===== src/rtl/mod_sub_pkg.sv =====
// Shared definitions for the bit-serial modular subtractor.
package mod_sub_pkg;

    localparam int unsigned DEF_WIDTH = 32;
    localparam int unsigned DEF_CNT_W = 6;

    typedef enum logic [1:0] {
        IDLE = 2'd0,
        SUB  = 2'd1,
        FIX  = 2'd2,
        DONE = 2'd3
    } state_t;

endpackage


===== src/rtl/mod_sub_serial_if.sv =====
// Request/response bundle between a requester and mod_sub_serial.
interface mod_sub_serial_if
    import mod_sub_pkg::*;
#(
    parameter int unsigned WIDTH = DEF_WIDTH
);

    logic             start;
    logic [WIDTH-1:0] a;
    logic [WIDTH-1:0] b;
    logic [WIDTH-1:0] n;
    logic             ready;
    logic             done;
    logic             busy;
    logic [WIDTH-1:0] result;

    modport master (
        output start, a, b, n,
        input  ready, done, busy, result
    );

    modport slave (
        input  start, a, b, n,
        output ready, done, busy, result
    );

endinterface


===== src/rtl/serial_bit_cell.sv =====
// One-bit full adder/subtractor: sub=1 yields borrow-out, sub=0 yields carry-out.
module serial_bit_cell (
    input  logic x,
    input  logic y,
    input  logic cin,
    input  logic sub,
    output logic s,
    output logic cout
);

    always_comb begin
        s = x ^ y ^ cin;
        if (sub) begin
            cout = (~x & y) | (~(x ^ y) & cin);
        end else begin
            cout = (x & y) | ((x ^ y) & cin);
        end
    end

endmodule


===== src/rtl/mod_sub_serial.sv =====
// Constant-time bit-serial (a - b) mod n: WIDTH borrow cycles, then WIDTH cycles adding n back.
module mod_sub_serial
    import mod_sub_pkg::*;
#(
    parameter int unsigned WIDTH = DEF_WIDTH,
    parameter int unsigned CNT_W = DEF_CNT_W
) (
    input  logic             clk,
    input  logic             rst,
    mod_sub_serial_if.slave  bus
);

    state_t           state;
    state_t           state_next;
    logic [CNT_W-1:0] cnt;
    logic [WIDTH-1:0] a_sh;
    logic [WIDTH-1:0] b_sh;
    logic [WIDTH-1:0] n_sh;
    logic [WIDTH-1:0] acc;
    logic [WIDTH-1:0] result;
    logic             br;
    logic             fix_en;
    logic             done;
    logic             ready;
    logic             busy;

    logic             last_c;
    logic             cell_x;
    logic             cell_y;
    logic             cell_sub;
    logic             cell_s;
    logic             cell_cout;

    assign last_c = (cnt == CNT_W'(WIDTH - 1));

    // Next-state logic and cell operand selection.
    always_comb begin
        state_next = state;
        cell_x     = 1'b0;
        cell_y     = 1'b0;
        cell_sub   = 1'b0;
        unique case (state)
            IDLE: begin
                if (bus.start) begin
                    state_next = SUB;
                end
            end
            SUB: begin
                cell_x   = a_sh[0];
                cell_y   = b_sh[0];
                cell_sub = 1'b1;
                if (last_c) begin
                    state_next = FIX;
                end
            end
            FIX: begin
                // n is always added, gated to zero when no wrap is needed, to keep timing flat
                cell_x = acc[0];
                cell_y = n_sh[0] & fix_en;
                if (last_c) begin
                    state_next = DONE;
                end
            end
            DONE: begin
                state_next = IDLE;
            end
        endcase
    end

    serial_bit_cell u_cell (
        .x    (cell_x),
        .y    (cell_y),
        .cin  (br),
        .sub  (cell_sub),
        .s    (cell_s),
        .cout (cell_cout)
    );

    // State, counter, datapath and registered status outputs.
    always_ff @(posedge clk) begin
        if (rst) begin
            state  <= IDLE;
            cnt    <= '0;
            br     <= 1'b0;
            fix_en <= 1'b0;
            a_sh   <= '0;
            b_sh   <= '0;
            n_sh   <= '0;
            acc    <= '0;
            result <= '0;
            done   <= 1'b0;
            ready  <= 1'b1;
            busy   <= 1'b0;
        end else begin
            state <= state_next;
            done  <= (state_next == DONE);
            ready <= (state_next == IDLE);
            busy  <= (state_next == SUB) || (state_next == FIX);

            if (state_next != state) begin
                cnt <= '0;
            end else if ((state == SUB) || (state == FIX)) begin
                cnt <= cnt + CNT_W'(1);
            end

            unique case (state)
                IDLE: begin
                    if (bus.start) begin
                        a_sh <= bus.a;
                        b_sh <= bus.b;
                        n_sh <= bus.n;
                        br   <= 1'b0;
                    end
                end
                SUB: begin
                    a_sh <= a_sh >> 1;
                    b_sh <= b_sh >> 1;
                    acc  <= {cell_s, acc[WIDTH-1:1]};
                    br   <= last_c ? 1'b0 : cell_cout;
                    if (last_c) begin
                        fix_en <= cell_cout;
                    end
                end
                FIX: begin
                    // acc shifts out the difference LSB-first while the sum shifts in at the top
                    n_sh <= n_sh >> 1;
                    acc  <= {cell_s, acc[WIDTH-1:1]};
                    br   <= last_c ? 1'b0 : cell_cout;
                    if (last_c) begin
                        result <= {cell_s, acc[WIDTH-1:1]};
                    end
                end
                DONE: begin
                end
            endcase
        end
    end

    assign bus.result = result;
    assign bus.done   = done;
    assign bus.ready  = ready;
    assign bus.busy   = busy;

endmodule


===== src/flat_wrapper.sv =====
// flat-port wrapper written by rule: the top's interface ports become plain ports
module mod_sub_serial_flat import mod_sub_pkg::*;
#(
    parameter int unsigned WIDTH = DEF_WIDTH,
    parameter int unsigned CNT_W = DEF_CNT_W
)
  (clk, rst, bus_start, bus_a, bus_b, bus_n, bus_ready, bus_done, bus_busy, bus_result);
  mod_sub_serial_if #(.WIDTH(WIDTH)) bus_i ();
  input  logic clk;
  input  logic rst;
  input wire logic [$bits(bus_i.start)-1:0] bus_start;
  input wire logic [$bits(bus_i.a)-1:0] bus_a;
  input wire logic [$bits(bus_i.b)-1:0] bus_b;
  input wire logic [$bits(bus_i.n)-1:0] bus_n;
  output wire logic [$bits(bus_i.ready)-1:0] bus_ready;
  output wire logic [$bits(bus_i.done)-1:0] bus_done;
  output wire logic [$bits(bus_i.busy)-1:0] bus_busy;
  output wire logic [$bits(bus_i.result)-1:0] bus_result;
  assign bus_i.start = bus_start;
  assign bus_i.a = bus_a;
  assign bus_i.b = bus_b;
  assign bus_i.n = bus_n;
  assign bus_ready = bus_i.ready;
  assign bus_done = bus_i.done;
  assign bus_busy = bus_i.busy;
  assign bus_result = bus_i.result;
  mod_sub_serial #(.WIDTH(WIDTH), .CNT_W(CNT_W)) u_core (.clk(clk), .rst(rst), .bus(bus_i));
endmodule

===== config.mk =====
export PLATFORM = sky130hd
export DESIGN_NAME = mod_sub_serial_flat
export DESIGN_NICKNAME = d
export VERILOG_FILES = /design/src/rtl/mod_sub_pkg.sv /design/src/rtl/mod_sub_serial_if.sv /design/src/rtl/serial_bit_cell.sv /design/src/rtl/mod_sub_serial.sv /design/src/flat_wrapper.sv
export SDC_FILE = /design/constraint.sdc
export NUM_CORES = 1
export LEC_CHECK = 0
export BUFFER_PORTS_ARGS = -buffer_cell sky130_fd_sc_hd__buf_2
export CORE_MARGIN = 1.5
export CORE_UTILIZATION = 25
export CTS_CLUSTER_SIZE = 40
export DETAILED_ROUTE_END_ITERATION = 7
export GPL_TIMING_DRIVEN = 0
export PLACE_DENSITY = 0.45
export SLEW_MARGIN = 25
export SYNTH_ARGS = -nofsm -noshare
export SYNTH_HDL_FRONTEND = slang
export SYNTH_SLANG_ARGS = --single-unit

===== constraint.sdc =====
create_clock -name clk -period 3.45 [get_ports clk]
set_input_delay 0.1725 -clock clk [delete_from_list [all_inputs] [get_ports clk]]
set_output_delay 0.1725 -clock clk [all_outputs]
set_load 0.02 [all_outputs]

# Word level (Yosys, flattened, before mapping)
# Cells that the tools add are included.
[word_totals] regBits=173 inputBits=99 output_inout_bits=35 elab_cells=64
[op_classes] add_sub_neg=1 eq_ne=9 n_mux=17 bitwise=11 reduce_logical=14
[op_table] op="one-hot mux 32 bit (2 select lines)" count=3
[op_table] op="2-to-1 mux 32 bit" count=3
[op_table] op="AND reduction 2 bit" count=5
[op_table] op="equality test 2 bit, second input constant" count=4
[op_table] op="one-hot mux 2 bit (4 select lines)" count=1
[op_table] op="adder 6 x 1 -> 6 bit, second input constant" count=1
[op_table] op="equality test 6 x 5 -> 1 bit, second input constant" count=1
[op_table] op="2-to-1 mux 2 bit" count=3
[op_table] op="one-hot mux 1 bit (2 select lines)" count=3
[op_table] op="nonzero test 2 bit" count=3
[op_table] op="bitwise AND 1 bit" count=5
[op_table] op="equality test 2 x 1 -> 1 bit, second input constant" count=2
[op_table] op="logical NOT 2 bit" count=2
[op_table] op="2-to-1 mux 1 bit" count=4
[op_table] op="OR reduction 2 bit" count=2
[op_table] op="logical OR 1 bit" count=2
[op_table] op="inequality test 2 bit" count=1
[op_table] op="inequality test 2 bit, second input constant" count=1
[op_table] op="NOT 1 bit" count=2
[op_table] op="bitwise OR 1 bit" count=2
[op_table] op="bitwise XOR 1 bit" count=2

# Longest topological paths before layout
# Gate-level depths: netlist of the first run.
[depth] depth_word=9 depth_mapped=11 depth_no_buf=9

# Modules after synthesis
# Synthesis of the first run repeated with hierarchy kept, for this count alone.
[unflattened] cells_unflattened=768 area_unflattened_um2=7678.6
[modules_own_cells] module="mod_sub_serial" n_inst=1 cells_each=763 area_per_inst_um2=7616.1 seq_area_each_um2=3463.3
[modules_own_cells] module="serial_bit_cell" n_inst=1 cells_each=5 area_per_inst_um2=62.6 seq_area_each_um2=0.0

# Worst setup path before layout of the first run
# OpenSTA, ideal clock, no wires.
[synth_timing] path_kind="register -> register" startpoint="register u_core.state[0]" endpoint="register u_core.br" arrival_time_ps=2139 t_required_ps=3379 path_slack_ps=1240 path_stages_with_launch=11 period_less_slack_ps=2210 cell_sequence="dfxtp_1 -> inv_1 -> ha_1 -> clkbuf_1 -> buf_2 -> and2_1 -> inv_1 -> fa_1 -> o21ai_0 -> nand4_1 -> a21oi_1"
[synth_via] elab_chain_cells=9 word_cells_on_any_way=22
[synth_rtl] item="from (decl)" line="mod_sub_serial.sv:13" rtl="state_t state;"
[synth_rtl] item="from (signal assigned)" line="mod_sub_serial.sv:95" rtl="state <= state_next;"
[synth_rtl] item="equality test 2 bit / equality test 2 x 1 -> 1 bit (equally long branches)" line="mod_sub_serial.sv:42, mod_sub_serial.sv:106"
[synth_rtl] item="one-hot mux 1 bit (2 select lines)" line="mod_sub_serial.sv:42" rtl="unique case (state)"
[synth_rtl] item="bitwise XOR 1 bit" line="serial_bit_cell.sv:14, serial_bit_cell.sv:16"
[synth_rtl] item="NOT 1 bit" line="serial_bit_cell.sv:14" rtl="cout = (~x & y) | (~(x ^ y) & cin);"
[synth_rtl] item="bitwise AND 1 bit" line="serial_bit_cell.sv:14"
[synth_rtl] item="bitwise OR 1 bit" line="serial_bit_cell.sv:14"
[synth_rtl] item="2-to-1 mux 1 bit" line="serial_bit_cell.sv:13" rtl="if (sub) begin"
[synth_rtl] item="2-to-1 mux 1 bit" line="mod_sub_serial.sv:119, mod_sub_serial.sv:128"
[synth_rtl] item="one-hot mux 1 bit (2 select lines)" line="mod_sub_serial.sv:106" rtl="unique case (state)"
[synth_rtl] item="to (signal assigned)" line="mod_sub_serial.sv:119" rtl="br <= last_c ? 1'b0 : cell_cout;"
[synth_rtl] item="to (signal assigned)" line="mod_sub_serial.sv:128" rtl="br <= last_c ? 1'b0 : cell_cout;"
[synth_rtl] item="to (decl)" line="mod_sub_serial.sv:21" rtl="logic br;"
# Parallel ways exist; a longest one is shown, timed or not.
# A chain may end at the register's enable or synchronous reset.

# Worst setup path in the final report of the first run
[layout_timing] startpoint="register u_core.state[1]" endpoint="register u_core.br"
# The elaborated chain is that of the path after synthesis.

==> impl_metrics.tcl, run 1 <==
set metrics [dict create \
    ir_drop_mv 0.237 \
    cts.path.max_buffers 2 \
    yosysWarnings 0 \
    worst_slew_pin_slew_ps 786 \
    htree_levels 4 \
    hp-start "bus_n[31]" \
    fp.dieH_um 175 \
    grt_pass1_wl_um 31000 \
    max-cap-violations 0 \
    hpwl_um 13300 \
    postCtsSetupRepairBufs 0 \
    clkLatencyLatePin_ps 430 \
    cts_tree "done" \
    synth-edff-count 0 \
    cts_buffers 17 \
    rsz0062_at_grt "false" \
    areaGrowthSynthToFinish_pct 24.1 \
    core-area_um2 28900 \
    io_buffers 132 \
    fin_tns_setup_ps 0 \
    finalClockSkew_ps 14.8 \
    cp_max_fo 10 \
    startpoint_type "flip-flop" \
    avgSynthCellArea_um2 9.71 \
    place.gp.congestion 0.704 \
    finalHoldWorstSlack_ps 65.4 \
    layout-drive-gt1-share_pct 26.0 \
    crit_path_start "u_core.state[1]$_SDFF_PP0_" \
    drtIter0Drc 257 \
    slew_headroom_pct 47.6 \
    r2r_cells 10 \
    ios 134 \
    min_period_ps 2620 \
    preCtsSetupSlack_ps 824 \
    synth_ff_type "dfxtp_1" \
    cts_resized 0 \
    overflow 0 \
    syn-cell-area_um2 7410 \
    grt_max_degree 19 \
    min_period_over_period_pct 75.9 \
    report.final.setup_viol 0 \
    status "complete, no violations" \
    grt_antenna_before_repair 2 \
    track_usage_pct 12.7 \
    ant_nets 0 \
    drt-total-wl_um 18800 \
    row_count 62 \
    fin_cells 1315 \
    design_area_um2 9190 \
    ys_types 44 \
    clock.fmax_mhz 382 \
    syn_nets 872 \
    placedCellCount 1279 \
    required_ps 3800 \
    p_leak_nw 3.59 \
    drv_slew 0 \
    syn_inst 763 \
    num_vias 5795 \
    async_flop_share_pct 0 \
    via_per_inst 4.41 \
    clk_pin_slew_ps 70 \
    first_pass_iters 4 \
    initial_core_util_pct 25.6 \
    powerDensity_nw_per_um2 595 \
    min-delay-path-class "input port to flip-flop" \
    hold_buffers 2 \
    worst_slack_ps 830 \
    fill_cells 3109 \
    dieArea_um2 30700 \
    die_w_um 175 \
    grt_pass1_vias 5957 \
    finalHoldViolCount 0 \
    synth_seq_cells 173 \
    routedWlPerCell_um 14.3 \
    cp-end-kind "flip-flop" \
    drc_errors 0 \
    rr_startpoint "u_core.state[1]$_SDFF_PP0_" \
    cp.arrival_ps 2970 \
    root_buffer "clkbuf_16" \
    whs_path_depth 3 \
    clock-sinks 173 \
    ys_seq_area_share_pct 46.7 \
    nets 1025 \
    placed_area_um2 8550 \
    critPathKind "flip-flop to flip-flop" \
]
[worst max-delay path, cell delays in order, from the launching register on]
cell and delay (ps):
dfxtp_1 440, inv_1 150, ha_1 290, clkbuf_1 250, buf_2 330, and2_1 220, inv_1 70, fa_1 390
o21ai_0 160, nand4_1 110, a21oi_1 130
[synthesized netlist by cell type (all sizes together) (2+ instances only)]
library cell	number	area, um2
nand4	3	18.8
a22oi	2	15.0
a21oi	34	196
nor2b	3	26.3
dfxtp	173	3460
buf	46	302
mux2i	126	1260
nor2	144	558
fa	2	40.0
nand3	2	10.0
o21ai	5	25.0
inv	6	22.5
clkbuf	19	71.3
ha	8	100
a211oi	97	828
nand2	68	255
xnor2	3	26.3
nor3b	2	15.0
nand2b	2	12.5
xor2	3	26.3
[report_power, final]
group | switching [mW] | internal [mW]
clock | 0.952 | 1.11
sequential | 0.118 | 2.22
combinational | 0.621 | 0.453
[flip-flops by register name, indices dropped and copies added (netlist names), 2 cells and up]
signal and cells:
u_core.n_sh 32, u_core.cnt 6, u_core.bus.result 32, u_core.acc 32, u_core.a_sh 32, u_core.b_sh 32, u_core.state 2
[per-stage QoR]
step	util, %	power [mW]
final	31.8	5.47
after global routing	31.8	5.78
after CTS	31.8	5.56
after detailed placement	29.5	3.47
after global placement	29.5	3.46
after floorplan	-	3.17
[logic make-up after synthesis]
group | Yosys count | share of synthesized area (%)
and+or+nand+nor | 229 | 12.7
DFF | 173 | 46.7
AOI/OAI and AO/OA | 148 | 15.6
muxes | 126 | 17.0
buffers and inverters | 71 | 5.34
adders and majority gates | 10 | 1.89
xor gates and xnor gates | 6 | 0.709
[metal layers]
layer	wire, um	GRT usage (%)	up-vias	part of all wire (%)
met5	0	0	-	0
met4	138	3.13	0	0.73
met3	725	3.15	8	3.8
met2	8580	20.7	99	46
met1	9400	16.7	2718	50
li1	-	-	2970	-
[area by class of cell]
class / count / area (um2) / area share (%)
inverters: 6 / 22.5 / 0.245
plain buffers: 65 / 373 / 4.06
clock buffers: 17 / 425 / 4.63
multi-input cells: 519 / 3550 / 38.6
well taps: 384 / 480 / 5.23
repair buffers: 134 / 681 / 7.40
flip-flops and latches: 173 / 3460 / 37.7
diodes: 2 / 5.00 / 0.0544
clock inverters: 15 / 194 / 2.11
[final timing paths]
check / to / slack, ps
hold reg to reg: u_core.bus.result[27]$_SDFFE_PP0P_ / 450
hold / removal: u_core.n_sh[31]$_SDFFE_PP0P_ / 70
setup reg to reg: u_core.br$_SDFFE_PP0P_ / 830
setup / recovery: u_core.br$_SDFFE_PP0P_ / 830
[cell usage in the layout, fill, tap and decap left out, drive strengths merged, types with 3 or more instances in the layout]
cell type,n
mux2i,126
xor2,3
clkbuf,36
nor2b,3
o21ai,5
inv,14
xnor2,3
nor2,144
dfxtp,173
a21oi,34
nand4,3
ha,8
buf,178
nand2,68
a211oi,97
clkinv,4
(Power assumes the default switching activity.)
==> run 2: changes to the inputs <==
--- a/config.mk
+++ b/config.mk
@@ -5,13 +5,14 @@
 export SDC_FILE = /design/constraint.sdc
 export NUM_CORES = 1
 export LEC_CHECK = 0
+export ABC_AREA = 1
 export BUFFER_PORTS_ARGS = -buffer_cell sky130_fd_sc_hd__buf_2
 export CORE_MARGIN = 1.5
 export CORE_UTILIZATION = 25
 export CTS_CLUSTER_SIZE = 40
 export DETAILED_ROUTE_END_ITERATION = 7
 export GPL_TIMING_DRIVEN = 0
-export PLACE_DENSITY = 0.45
+export PLACE_DENSITY = 0.47
 export SLEW_MARGIN = 25
 export SYNTH_ARGS = -nofsm -noshare
 export SYNTH_HDL_FRONTEND = slang
==> constraint.sdc (replaced) <==
create_clock -name clk -period 2.16 [get_ports clk]
set_input_delay 0.108 -clock clk [delete_from_list [all_inputs] [get_ports clk]]
set_output_delay 0.108 -clock clk [all_outputs]
set_load 0.02 [all_outputs]
==> run 2 against run 1 <==
  * Combinational power grew to 4.3 times the previous value
  * Cell count grew 18%
  * Non-clock buffer count grew 101
  * Wire length grew 9.2%
  * Flip-flop and latch count is the same
  * Die area shrank 4.9%
  * Largest cell class is now sequential cells
==> impl_metrics.tcl, run 2 <==
set metrics [dict create \
    swShare_pct 40.6 \
    track_usage_pct 14.4 \
    ys_seq_area_share_pct 49.2 \
    synthXorXnorAreaFrac_pct 0.622 \
    p_comb_share_pct 36.8 \
    clock.fmax_mhz 483 \
    fill_cells 2991 \
    nets 1267 \
    synth_area_leader_cell "dfxtp_1" \
    clkLatencyLatePin_ps 430 \
    required_ps 2520 \
    ios 134 \
    drv_slew 0 \
    overflow 0 \
    via_per_inst 4.46 \
    first_pass_iters 5 \
    report.final.setup_viol 0 \
    ant_nets 0 \
    min_period_ps 2070 \
    p_clk_share_pct 25.7 \
    async_flop_share_pct 0 \
    netlist_top_cells_count "nand2_1, dfxtp_1, o21ai_0" \
    dieArea_um2 29200 \
    multi_input_area_um2 3220 \
    synth.top_cell.area_share_pct 49.2 \
    ys_types 35 \
    startpoint_type "flip-flop" \
    synth_ff_type "dfxtp_1" \
    drtIter0Drc 334 \
    min_period_over_period_pct 95.9 \
    areaGrowthSynthToFinish_pct 39.4 \
    syn-cell-area_um2 7040 \
    min-delay-path-class "input port to flip-flop" \
    fp.dieH_um 171 \
    synth_top_family_by_area "simple AND/OR/NAND/NOR gates" \
    cp-end-kind "flip-flop" \
    intPower_mw 7.48 \
    synthMuxAreaShare_pct 0.142 \
    powerDensity_nw_per_um2 1280 \
    p_leak_nw 4.02 \
    die_w_um 171 \
    synthTopCellsByArea "dfxtp_1, nand2_1, a31oi_1" \
    layout-drive-gt1-share_pct 19.5 \
    cts_tree "done" \
    total_power_mw 12.6 \
    io_buffers 132 \
    synth-compound-area-share_pct 21.0 \
    initial_core_util_pct 25.4 \
    yosysMostFrequentCell "nand2_1" \
    p_switching_mw 5.10 \
    p_seq_share_pct 37.5 \
    finalHoldViolCount 0 \
    synth-simple-area-share_pct 21.5 \
    cp_max_fo 10 \
    grt_pass1_vias 6513 \
    grt_max_degree 20 \
    yosys.area_share.adder_pct 1.99 \
    slew_headroom_pct 55.2 \
    cts_buffers 17 \
    critPathKind "flip-flop to flip-flop" \
    layout.area.seq_um2 3470 \
    place.gp.congestion 0.771 \
    htree_levels 4 \
    clk_pin_slew_ps 80 \
    cts.path.max_buffers 2 \
    syn_nets 1021 \
    synth-edff-count 0 \
    grt_pass1_wl_um 33100 \
    final_common_cell "nand2_1" \
    grt_antenna_before_repair 1 \
    syn_inst 912 \
    avgSynthCellArea_um2 7.72 \
    num_vias 6908 \
    drt-total-wl_um 20600 \
    yosysWarnings 0 \
    worst_slack_ps 87.7 \
    worst_slew_pin_slew_ps 672 \
    root_buffer "clkbuf_16" \
    core-area_um2 27800 \
    ir_drop_mv 0.564 \
    cp.arrival_ps 2430 \
    finalClockSkew_ps 10.7 \
    routedWlPerCell_um 13.3 \
    max-cap-violations 0 \
    row_count 61 \
    synth_seq_cells 173 \
    status "complete, no violations" \
    hpwl_um 14000 \
    clock-sinks 173 \
    preCtsSetupSlack_ps -475 \
    final_cell_mix "nand2_1, dfxtp_1, buf_2" \
    drc_errors 0 \
]
[run 2: metal layers]
metal  vias to the layer above  share of wire (%)  track usage [%]
li1                       3565                  -                -
met2                       127                 47             23.6
met4                         0               0.98             4.54
met5                         -                  0                0
met1                      3205                 48             19.1
met3                        11                3.5             2.91
[run 2: what timing repair did]
action	in CTS	in global routing
setup endpoints to repair	4	5
hold endpoints to repair	96	0
hold buffers	96	0
resized for setup	12	9
pin swaps	0	1
setup buffers	0	0
[run 2: worst max-delay path, cell delays in order (launching register included)]
cell and delay (ps):
dfxtp_4 370, inv_4 90, ha_1 140, buf_4 160, buf_8 140, nand3_2 110
a21oi_4 180, inv_1 70, fa_1 380, nand2_1 80, o2111ai_1 130, a21oi_1 140
[run 2: cell families (layout without fill, tap and decap cells)]
logic type	Yosys count	count (layout)
muxes	1	1
other	0	1
xor gates and xnor gates	5	5
adders and majority gates	10	10
DFF	173	173
buffers and inverters	92	351
AOI/OAI and AO/OA	267	267
and+or+nand+nor	364	364
[run 2: cell type report]
cell class	instances	area share, %
plain buffers	72	3.45
inverters	19	0.777
repair buffers	228	16.5
multi-input cells	647	32.8
clock buffers	17	4.33
well taps	378	4.82
diodes	1	0.0255
clock inverters	15	1.95
flip-flops and latches	173	35.3
[run 2: worst paths after layout]
check / startpoint / end / slack [ps] / depth (start not counted)
max reg2reg: u_core.state[0]$_SDFF_PP0_ / u_core.br$_SDFFE_PP0P_ / 90 / 11
min: bus_start / u_core.state[1]$_SDFF_PP0_ / 60 / 4
min reg2reg: u_core.bus.result[14]$_SDFFE_PP0P_ / u_core.bus.result[14]$_SDFFE_PP0P_ / 460 / 2
max: u_core.state[0]$_SDFF_PP0_ / u_core.br$_SDFFE_PP0P_ / 90 / 11
[run 2: through the flow]
step           std cells  instance area, um2  util, %  hold slack, ps  setup TNS, ps
5_1_grt             1550                9820     35.3            64.7          -72.4
2_1_floorplan        912                7040        -             268              0
6_report            1550                9820     35.3            58.9              0
4_1_cts             1550                9790     35.3            33.3              0
3_3_place_gp        1422                8180     29.4             382          -1410
3_5_place_dp        1422                8180     29.4             384          -1400
[run 2: power groups by stage]
stage               clock [mW]  combinational [mW]  sequential, mW
global route              3.49                5.29            4.84
detailed placement           0                4.44            4.76
floorplan                    0                3.23            4.65
global placement             0                4.41            4.76
finish                    3.23                4.63            4.72
CTS                       3.35                4.67            4.71
